--- src/rtl/dpi_stream_feeder.sv ---
`default_nettype none
// ============================================================================
// Module   : dpi_stream_feeder
// Purpose  : Maps packet flow keys to stream ids and feeds the payload bytes
//            to the per-stream matchers. Optional stats: DPI_FEEDER_STATS_EN
// Revision : 1.0
// ============================================================================
module dpi_stream_feeder #(
    parameter int KEY_W       = 32,
    parameter int NUM_STREAMS = 64,
    parameter int SID_W       = 6,
    parameter int LOAD_GAP    = 2,
    parameter int EOP_GAP     = 3
) (
    input  logic             clk,
    input  logic             rst_n,
    input  logic             hdr_vld,
    input  logic [KEY_W-1:0] hdr_key,
    output logic             hdr_rdy,
    input  logic             byte_vld,
    input  logic [7:0]       byte_data,
    input  logic             byte_last,
    output logic             byte_rdy,
    output logic             load_state,
    output logic [SID_W-1:0] stream_id,
    output logic             new_stream_id,
    output logic [7:0]       char_in,
    output logic             char_in_vld,
    output logic             eop,
    output logic             busy,
    output logic             evict
`ifdef DPI_FEEDER_STATS_EN
    ,
    output logic [31:0]      pkt_cnt,
    output logic [31:0]      byte_cnt,
    output logic [15:0]      evict_cnt
`endif
);

    typedef enum logic [2:0] {
        S_IDLE   = 3'd0,
        S_LOOKUP = 3'd1,
        S_LOAD   = 3'd2,
        S_LGAP   = 3'd3,
        S_STREAM = 3'd4,
        S_DRAIN  = 3'd5,
        S_EOP    = 3'd6
    } state_t;

    localparam int               GAP_W     = $clog2(LOAD_GAP + EOP_GAP + 2);
    // The first STREAM cycle is itself idle on char_in_vld, so LGAP is one
    // cycle shorter than LOAD_GAP; DRAIN starts with the final char still
    // valid, so it lasts one cycle longer than EOP_GAP.
    localparam logic [GAP_W-1:0] LGAP_END  = GAP_W'(LOAD_GAP - 2);
    localparam logic [GAP_W-1:0] DRAIN_END = GAP_W'(EOP_GAP);
    localparam logic [SID_W-1:0] LAST_IDX  = SID_W'(NUM_STREAMS - 1);

    state_t             state;
    state_t             next_state;
    logic [GAP_W-1:0]   gap_cnt;
    logic [KEY_W-1:0]   key_q;
    logic [SID_W-1:0]   idx;
    logic [SID_W-1:0]   alloc_ptr;
    logic [KEY_W-1:0]   tbl_key [NUM_STREAMS];
    logic [NUM_STREAMS-1:0] tbl_vld;
    logic               lookup_hit;
    logic               alloc;
    logic               hdr_fire;
    logic               byte_fire;

    assign hdr_fire  = hdr_vld & hdr_rdy;
    assign byte_fire = byte_vld & byte_rdy;

    always_ff @(posedge clk or negedge rst_n) begin
        if (!rst_n) begin
            state <= S_IDLE;
        end else begin
            state <= next_state;
        end
    end

    always_comb begin
        next_state = state;
        lookup_hit = 1'b0;
        alloc      = 1'b0;
        case (state)
            S_IDLE:   if (hdr_fire) next_state = S_LOOKUP;
            S_LOOKUP: begin
                lookup_hit = tbl_vld[idx] && (tbl_key[idx] == key_q);
                if (lookup_hit) begin
                    next_state = S_LOAD;
                end else if (idx == LAST_IDX) begin
                    alloc      = 1'b1;
                    next_state = S_LOAD;
                end
            end
            S_LOAD:   next_state = S_LGAP;
            S_LGAP:   if (gap_cnt == LGAP_END) next_state = S_STREAM;
            S_STREAM: if (byte_fire && byte_last) next_state = S_DRAIN;
            S_DRAIN:  if (gap_cnt == DRAIN_END) next_state = S_EOP;
            S_EOP:    next_state = S_IDLE;
            default:  next_state = S_IDLE;
        endcase
    end

    // Key storage carries no reset; tbl_vld alone qualifies an entry.
    always_ff @(posedge clk) begin
        if (alloc) tbl_key[alloc_ptr] <= key_q;
    end

    always_ff @(posedge clk or negedge rst_n) begin
        if (!rst_n) begin
            gap_cnt       <= '0;
            key_q         <= '0;
            idx           <= '0;
            alloc_ptr     <= '0;
            tbl_vld       <= '0;
            hdr_rdy       <= 1'b0;
            byte_rdy      <= 1'b0;
            load_state    <= 1'b0;
            stream_id     <= '0;
            new_stream_id <= 1'b0;
            char_in       <= '0;
            char_in_vld   <= 1'b0;
            eop           <= 1'b0;
            busy          <= 1'b0;
            evict         <= 1'b0;
        end else begin
            gap_cnt <= (next_state != state) ? '0 : gap_cnt + 1'b1;

            if (hdr_fire) begin
                key_q <= hdr_key;
                idx   <= '0;
            end else if (state == S_LOOKUP) begin
                idx <= idx + 1'b1;
            end

            if (lookup_hit) begin
                stream_id     <= idx;
                new_stream_id <= 1'b0;
            end
            if (alloc) begin
                stream_id          <= alloc_ptr;
                new_stream_id      <= 1'b1;
                tbl_vld[alloc_ptr] <= 1'b1;
                alloc_ptr          <= alloc_ptr + 1'b1;
            end
            evict <= alloc && tbl_vld[alloc_ptr];

            hdr_rdy    <= (next_state == S_IDLE);
            byte_rdy   <= (next_state == S_STREAM);
            load_state <= (next_state == S_LOAD);
            eop        <= (next_state == S_EOP);
            busy       <= (next_state != S_IDLE);

            char_in_vld <= byte_fire;
            if (byte_fire) char_in <= byte_data;
        end
    end

`ifdef DPI_FEEDER_STATS_EN
    always_ff @(posedge clk or negedge rst_n) begin
        if (!rst_n) begin
            pkt_cnt   <= '0;
            byte_cnt  <= '0;
            evict_cnt <= '0;
        end else begin
            if (eop)         pkt_cnt  <= pkt_cnt + 32'd1;
            if (char_in_vld) byte_cnt <= byte_cnt + 32'd1;
            if (evict && (evict_cnt != 16'hFFFF)) evict_cnt <= evict_cnt + 16'd1;
        end
    end
`endif

endmodule
`default_nettype wire

--- config.mk ---
export PLATFORM = sky130hd
export DESIGN_NAME = dpi_stream_feeder
export DESIGN_NICKNAME = d
export VERILOG_FILES = /design/src/rtl/dpi_stream_feeder.sv
export SDC_FILE = /design/constraint.sdc
export NUM_CORES = 2
export LEC_CHECK = 0
export CAP_MARGIN = 5
export CORE_UTILIZATION = 57
export CTS_CLUSTER_DIAMETER = 30
export CTS_CLUSTER_SIZE = 12
export DETAILED_ROUTE_END_ITERATION = 7
export PLACE_DENSITY = 0.73
export SETUP_SLACK_MARGIN = 0.05
export SLEW_MARGIN = 30
export SYNTH_ARGS = -nofsm -noshare
export SYNTH_HDL_FRONTEND = slang
export SYNTH_SLANG_ARGS = --single-unit
--- constraint.sdc ---
create_clock -name clk -period 5.5 [get_ports clk]
set_input_delay 0.825 -clock clk [delete_from_list [all_inputs] [get_ports clk]]
set_output_delay 0.825 -clock clk [all_outputs]
set_load 0.01 [all_outputs]
## Yosys cells after proc, flatten, opt, wreduce, memory -nomap -nowiden

Memories as Yosys holds them, arrays and structs flattened.
Cells that the tools add are included.

| word-level totals | value |
|---|---|
| register bits | 136 |
| bits in writable memories | 2048 |
| bits of input ports | 45 |
| output and inout bits | 22 |
| logic and storage cells | 74 |
| memories | 1 |

| cells by class | value |
|---|---|
| add/subtract/negate cells | 3 |
| magnitude comparators | 3 |
| eq/ne operators | 12 |
| muxes and demuxes | 26 |
| bitwise logic cells | 3 |
| reductions and logical operators | 10 |

Memories:

| name | depth | width | read ports | clocked after memory_dff | wr ports | RTL line | source |
|---|---|---|---|---|---|---|---|
| tbl_key | 64 | 32 | 1 | 0 | 1 | 64 | `logic [KEY_W-1:0] tbl_key [NUM_STREAMS];` |

Operator list:

| kind | count |
|---|---|
| 64-bit OR | 1 |
| 32-bit equality test | 1 |
| 6-bit 2-to-1 mux | 4 |
| 3-bit 2-to-1 mux | 7 |
| 3-bit case mux with 6 select lines | 1 |
| 6-bit by 7-bit < comparator with 1-bit output, second input constant | 2 |
| 6-bit by 1-bit adder with 6-bit output, second input constant | 2 |
| 1-bit binary-select mux with 6-bit select | 2 |
| 3-bit by 2-bit equality test with 1-bit output, second input constant | 4 |
| 3-bit equality test, second input constant | 4 |
| 1-bit 2-to-1 mux | 11 |
| 3-bit logical NOT | 3 |
| 1-bit demux with 6-bit select | 1 |
| 6-bit equality test, second input constant | 1 |
| 6-bit by 1-bit greater-or-equal comparator with 1-bit output, second input constant | 1 |
| 1-bit logical AND | 4 |
| 2-bit nonzero test | 2 |
| 3-bit by 1-bit adder with 3-bit output, second input constant | 1 |
| 3-bit by 1-bit equality test with 1-bit output, second input constant | 1 |
| 3-bit != test | 1 |
| 3-bit nonzero test | 1 |
| 1-bit bitwise AND | 2 |

## Longest topological paths before layout

| logic depth | value |
|---|---|
| depth in word-level cells | 7 |
| gate-level depth with buffers | 19 |
| depth with buffers taken out | 11 |

## Worst setup path after synthesis

Ideal clock, no wire load.

| timing | value |
|---|---|
| kind | register -> register |
| start point | register idx[0] |
| end point | memory tbl_key[34][0], enable pin |
| library setup time | 0.461 ns |
| arrival | 5.389 ns |
| required time | 5.039 ns |
| setup slack | -0.350 ns |
| stages on the path, launching flop included | 19 |
| buffers on the path | 7 |
| period minus slack after synthesis | 5.850 ns |
| path through | dfrtp_1 buf_6 buf_8 buf_6 buf_4 buf_4 mux4_2 nor2_1 a21oi_1 a21oi_1 a22oi_1 a31oi_1 o32ai_1 nand4b_1 nor3_4 nand2b_1 buf_6 buf_6 nor3_1 |

| between the ends | value |
|---|---|
| word-level cells in the longest chain between the ends | 7 |
| elaborated cells on any way between the ends | 11 |
| classes of those cells | 2 x eq/ne; 7 x mux; 1 x reduce/logical; 1 x memory |

Ends and longest elaborated chain:

| element | RTL line | source |
|---|---|---|
| start: declaration | 62 | `logic [SID_W-1:0] idx;` |
| start signal: assignment | 135 | `idx <= idx + 1'b1;` |
| memory 64 x 32 bit / 1-bit binary-select mux with 6-bit select (equally long branches) | - |  |
| 32-bit equality test / 1-bit 2-to-1 mux (equally long branches) | 89 | `lookup_hit = tbl_vld[idx] && (tbl_key[idx] == key_q);` |
| 1-bit logical AND | 89 |  |
| 1-bit 2-to-1 mux (*) | 90 | `if (lookup_hit) begin` |
| 1-bit 2-to-1 mux (*) | 86 | `case (state)` |
| 1-bit 2-to-1 mux (*) | 108 | `if (alloc) tbl_key[alloc_ptr] <= key_q;` |
| 1-bit 2-to-1 mux (not written as such) (*) | 108 |  |
| end: declaration | 64 |  |

Mark *: on every way between the ends. The rest lies on a longest branch, timed or not. The select of a mux whose other input is x is not followed.

## Worst setup path after layout

| timing | value |
|---|---|
| start point | register idx[2] |
| end point | memory tbl_key[35][4], enable pin |

Same word-level chain as after synthesis.

==> metrics <==
status=finished clean; H-tree level count=5; initial antenna violation count=24; port bufs=66; max-slew violations=0; Max Clk Rate=187.7 MHz; # DRC=0; GRT Util Overall=0.3516; Inserted Clock Buffers=slightly below 400; Setup crit end kind=flop; Sw Ratio=0.3089; post-DR vias/cell=roughly 7; WL/cell=between 30 and 40 um; CP top delay family=simple AND/OR/NAND/NOR gates; Slew Limit Headroom=0.2605; CORE AREA=~0.15 mm^2; synthesis-stage register bit count=2184; hpwl dp=roughly 160000 um; IO Pins=67; Crit Path Max Fanout=32; Setup CP Type=flop to flop; leakage=35.03 nW; number of cell rows=142; worst slack at placement=approximately 0.38 ns; Die Y=390.2 um; fin area=0.1055 mm^2; Tmin final=5.327 ns; RSZ-0062 raised after global routing=no; die area=0.1522 mm^2; clk_skew=about 0.076 ns; total grt overflow=0; leading post-synthesis cells by cell area=edfxtp_1 72%, mux4_2 12%, dfrtp_1 4.0%; Synth top area share=0.7160; most frequent cells in the layout=2048 x edfxtp_1, 444 x mux4_2, 394 x clkbuf_16; Clock Latency Late Sink=0.97 ns; first-pass GRT wire length=370800 um; Total Negative Setup Slacks=0 ns; sequential area share after synthesis=0.7556; Mapped Avg Cell Area=20.40 um^2; Top FF cell, synth=edfxtp_1; HP Class=input pin to flop; WP data required=6.15 ns; Max clock buf depth=4; CTS Sinks=roughly 2.2k; Critical Path AT=approximately 6 ns; Clock Root Buffer=clkbuf_16; Async SR Flop Fraction=0.06227; CTS tree=yes; Internal Power=40.88 mW; Ys Warns=0; initial core utilization=0.5735; Power Total=59.15 mW; share of cells above drive strength 1=0.3321; Clock power frac=0.403; Hold Vio Cnt, Final=0; final WL=266700 um; Cell Area, Synth=0.08589 mm^2; Clock transition at path regs=0.05 ns; Final Core Density=0.7042; fillers=8559; Final ANT Viol Nets=0; Worst setup startpoint=idx[2]; Mapped Nets=about 4.3k; worst-margin pin slew=1.109 ns; Syn Inst Count=~4.2k; Post-synth EDFFs=2048; Die W=390.2 um; MaxCap Viol Count=0; CP peak stage delay=0.90 ns; Iteration-0 DRC Markers=8287; vias in the first global route=49.31k; post-synth top area cell=edfxtp_1; DP Area=~0.09 mm^2; total number of vias=between 40k and 50k; worst setup slack after layout=between 0.15 and 0.2 ns; r2r startpoint=idx[2]; synthesis-to-finish area growth=22.79%; combinational power share=0.226; final net count=about 4.8k; Worst Setup Start Kind=flop; min-delay src=hdr_key[11]; sequential power share=0.371; Slowest-stage cell, CP=dfrtp_4; final setup vio count=0; drt pass-1 iters=6; cells along the critical path=nand2b_1 > o221ai_1 > nand4_1 > xnor2_1 > o211ai_1 > a2111oi_1 > nand4_1 > nor3_4 > nand2b_4 > buf_12 > nor3_2 > buf_12; Tcrit/Tclk final=0.9686; VDD IR max=0.3215 mV; Cell variety after synth=80; NetSw=18.27 mW; Power Dens Cells=560.8 mW/mm^2; largest net degree at the start of global routing=69; Buf/Inv on CP=2; commonest non-fill, non-tap cell in the layout=edfxtp_1; RePlAce Congestion=0.9853
[per-layer routing]
metal / GRT usage / vias to the layer above / routed length (um) / part of all wire
li1: - / 18897 / - / -
met1: 0.4578 / 25598 / 90320 / 0.34
met2: 0.5278 / 4515 / 121700 / 0.46
met3: 0.1241 / 886 / 38960 / 0.15
met4: 0.1787 / 28 / 15530 / 0.058
met5: 0 / - / 188 / 0.00070
[through the flow]
stage / cells / hold slack (ns)
after detailed placement: 6407 / 0.4611
after global placement: 6406 / 0.4537
after global routing: 7114 / 0.4889
after CTS: 7107 / 0.4272
after floorplan: 4210 / 0.4353
final: 7121 / 0.4596
[power groups by stage]
stage / combinational (mW) / sequential, mW / clock (mW)
after floorplan: 6.55 / 22.3 / 0
after global placement: 12.5 / 22.2 / 0
after detailed placement: 12.6 / 22.3 / 0
after CTS: 12.9 / 22.0 / 23.9
after global routing: 13.5 / 21.9 / 24.7
final: 13.4 / 21.9 / 23.8
[state kept, by name (all words and copies together) (netlist names)]
register	count
alloc_ptr	6
new_stream_id	1
evict	1
gap_cnt	3
load_state	1
char_in	8
char_in_vld	1
tbl_key	2048
stream_id	6
byte_rdy	1
busy	1
state	3
hdr_rdy	1
tbl_vld	64
idx	6
key_q	32
eop	1
[area by class of cell]
cell class	instances	area (um^2)	area share
Clock inverter	275	3020	0.02864
Tap cell	2016	2522	0.02392
Sequential cell	2184	64970	0.6160
Clock buffer	424	10000	0.09483
Multi-Input combinational cell	1747	19780	0.1875
Antenna cell	7	17.52	0.0001661
Timing Repair Buffer	442	5062	0.04800
Inverter	26	100.1	0.0009490
[Yosys cell counts (36+ instances only)]
library cell and count:
o21ai_0 59, clkbuf_1 73, a22oi_1 97, buf_2 62, edfxtp_1 2048, nor3_1 85
dfrtp_1 136, mux4_2 444, mux2_2 50, nor2_1 56, buf_4 56, a221oi_1 47
mux2i_1 251, o22ai_1 53, nand2_1 164, a21oi_1 42, a31o_2 36, nand3_1 39
[worst min-delay path, cell delays in order]
cell	delay, ns
clkdlybuf4s50_1	0.40
nand2_1	0.06
o21ai_0	0.07
[timing repair]
item | 4_1_cts | 5_1_grt
buffers inserted | 0 | 6
endpoints found under the hold margin | 66 | 0
hold buffers | 1 | 0
gates resized for setup | 0 | 2
endpoints found under the setup margin | 0 | 88
[worst paths after layout]
kind                             endpoint  slack, ns  depth (start not counted)
min reg2reg                    gap_cnt[0]       0.47                          1
max reg2reg                tbl_key[35][4]       0.17                         12
min                             key_q[11]       0.46                          3
max in group asynchronous        key_q[7]       3.79                          3
min in group asynchronous        key_q[9]       0.48                          2
max                        tbl_key[35][4]       0.17                         12
[cell families (layout without fill, tap and decap cells)]
kind of cell / count (synthesis) / in the layout / synth area share
multiplexers: 746 / 746 / 0.1524
flip-flops: 2184 / 2184 / 0.7556
other: 0 / 7 / 0
AND/OR/NAND/NOR: 479 / 479 / 0.02753
adder cells (fa/ha/maj): 5 / 5 / 0.0007284
buffers and inverters: 279 / 1167 / 0.01869
XOR/XNOR: 34 / 34 / 0.003467
AO/OA/AOI/OAI: 483 / 483 / 0.04156
Note: power is estimated with default switching activity, not from simulation.
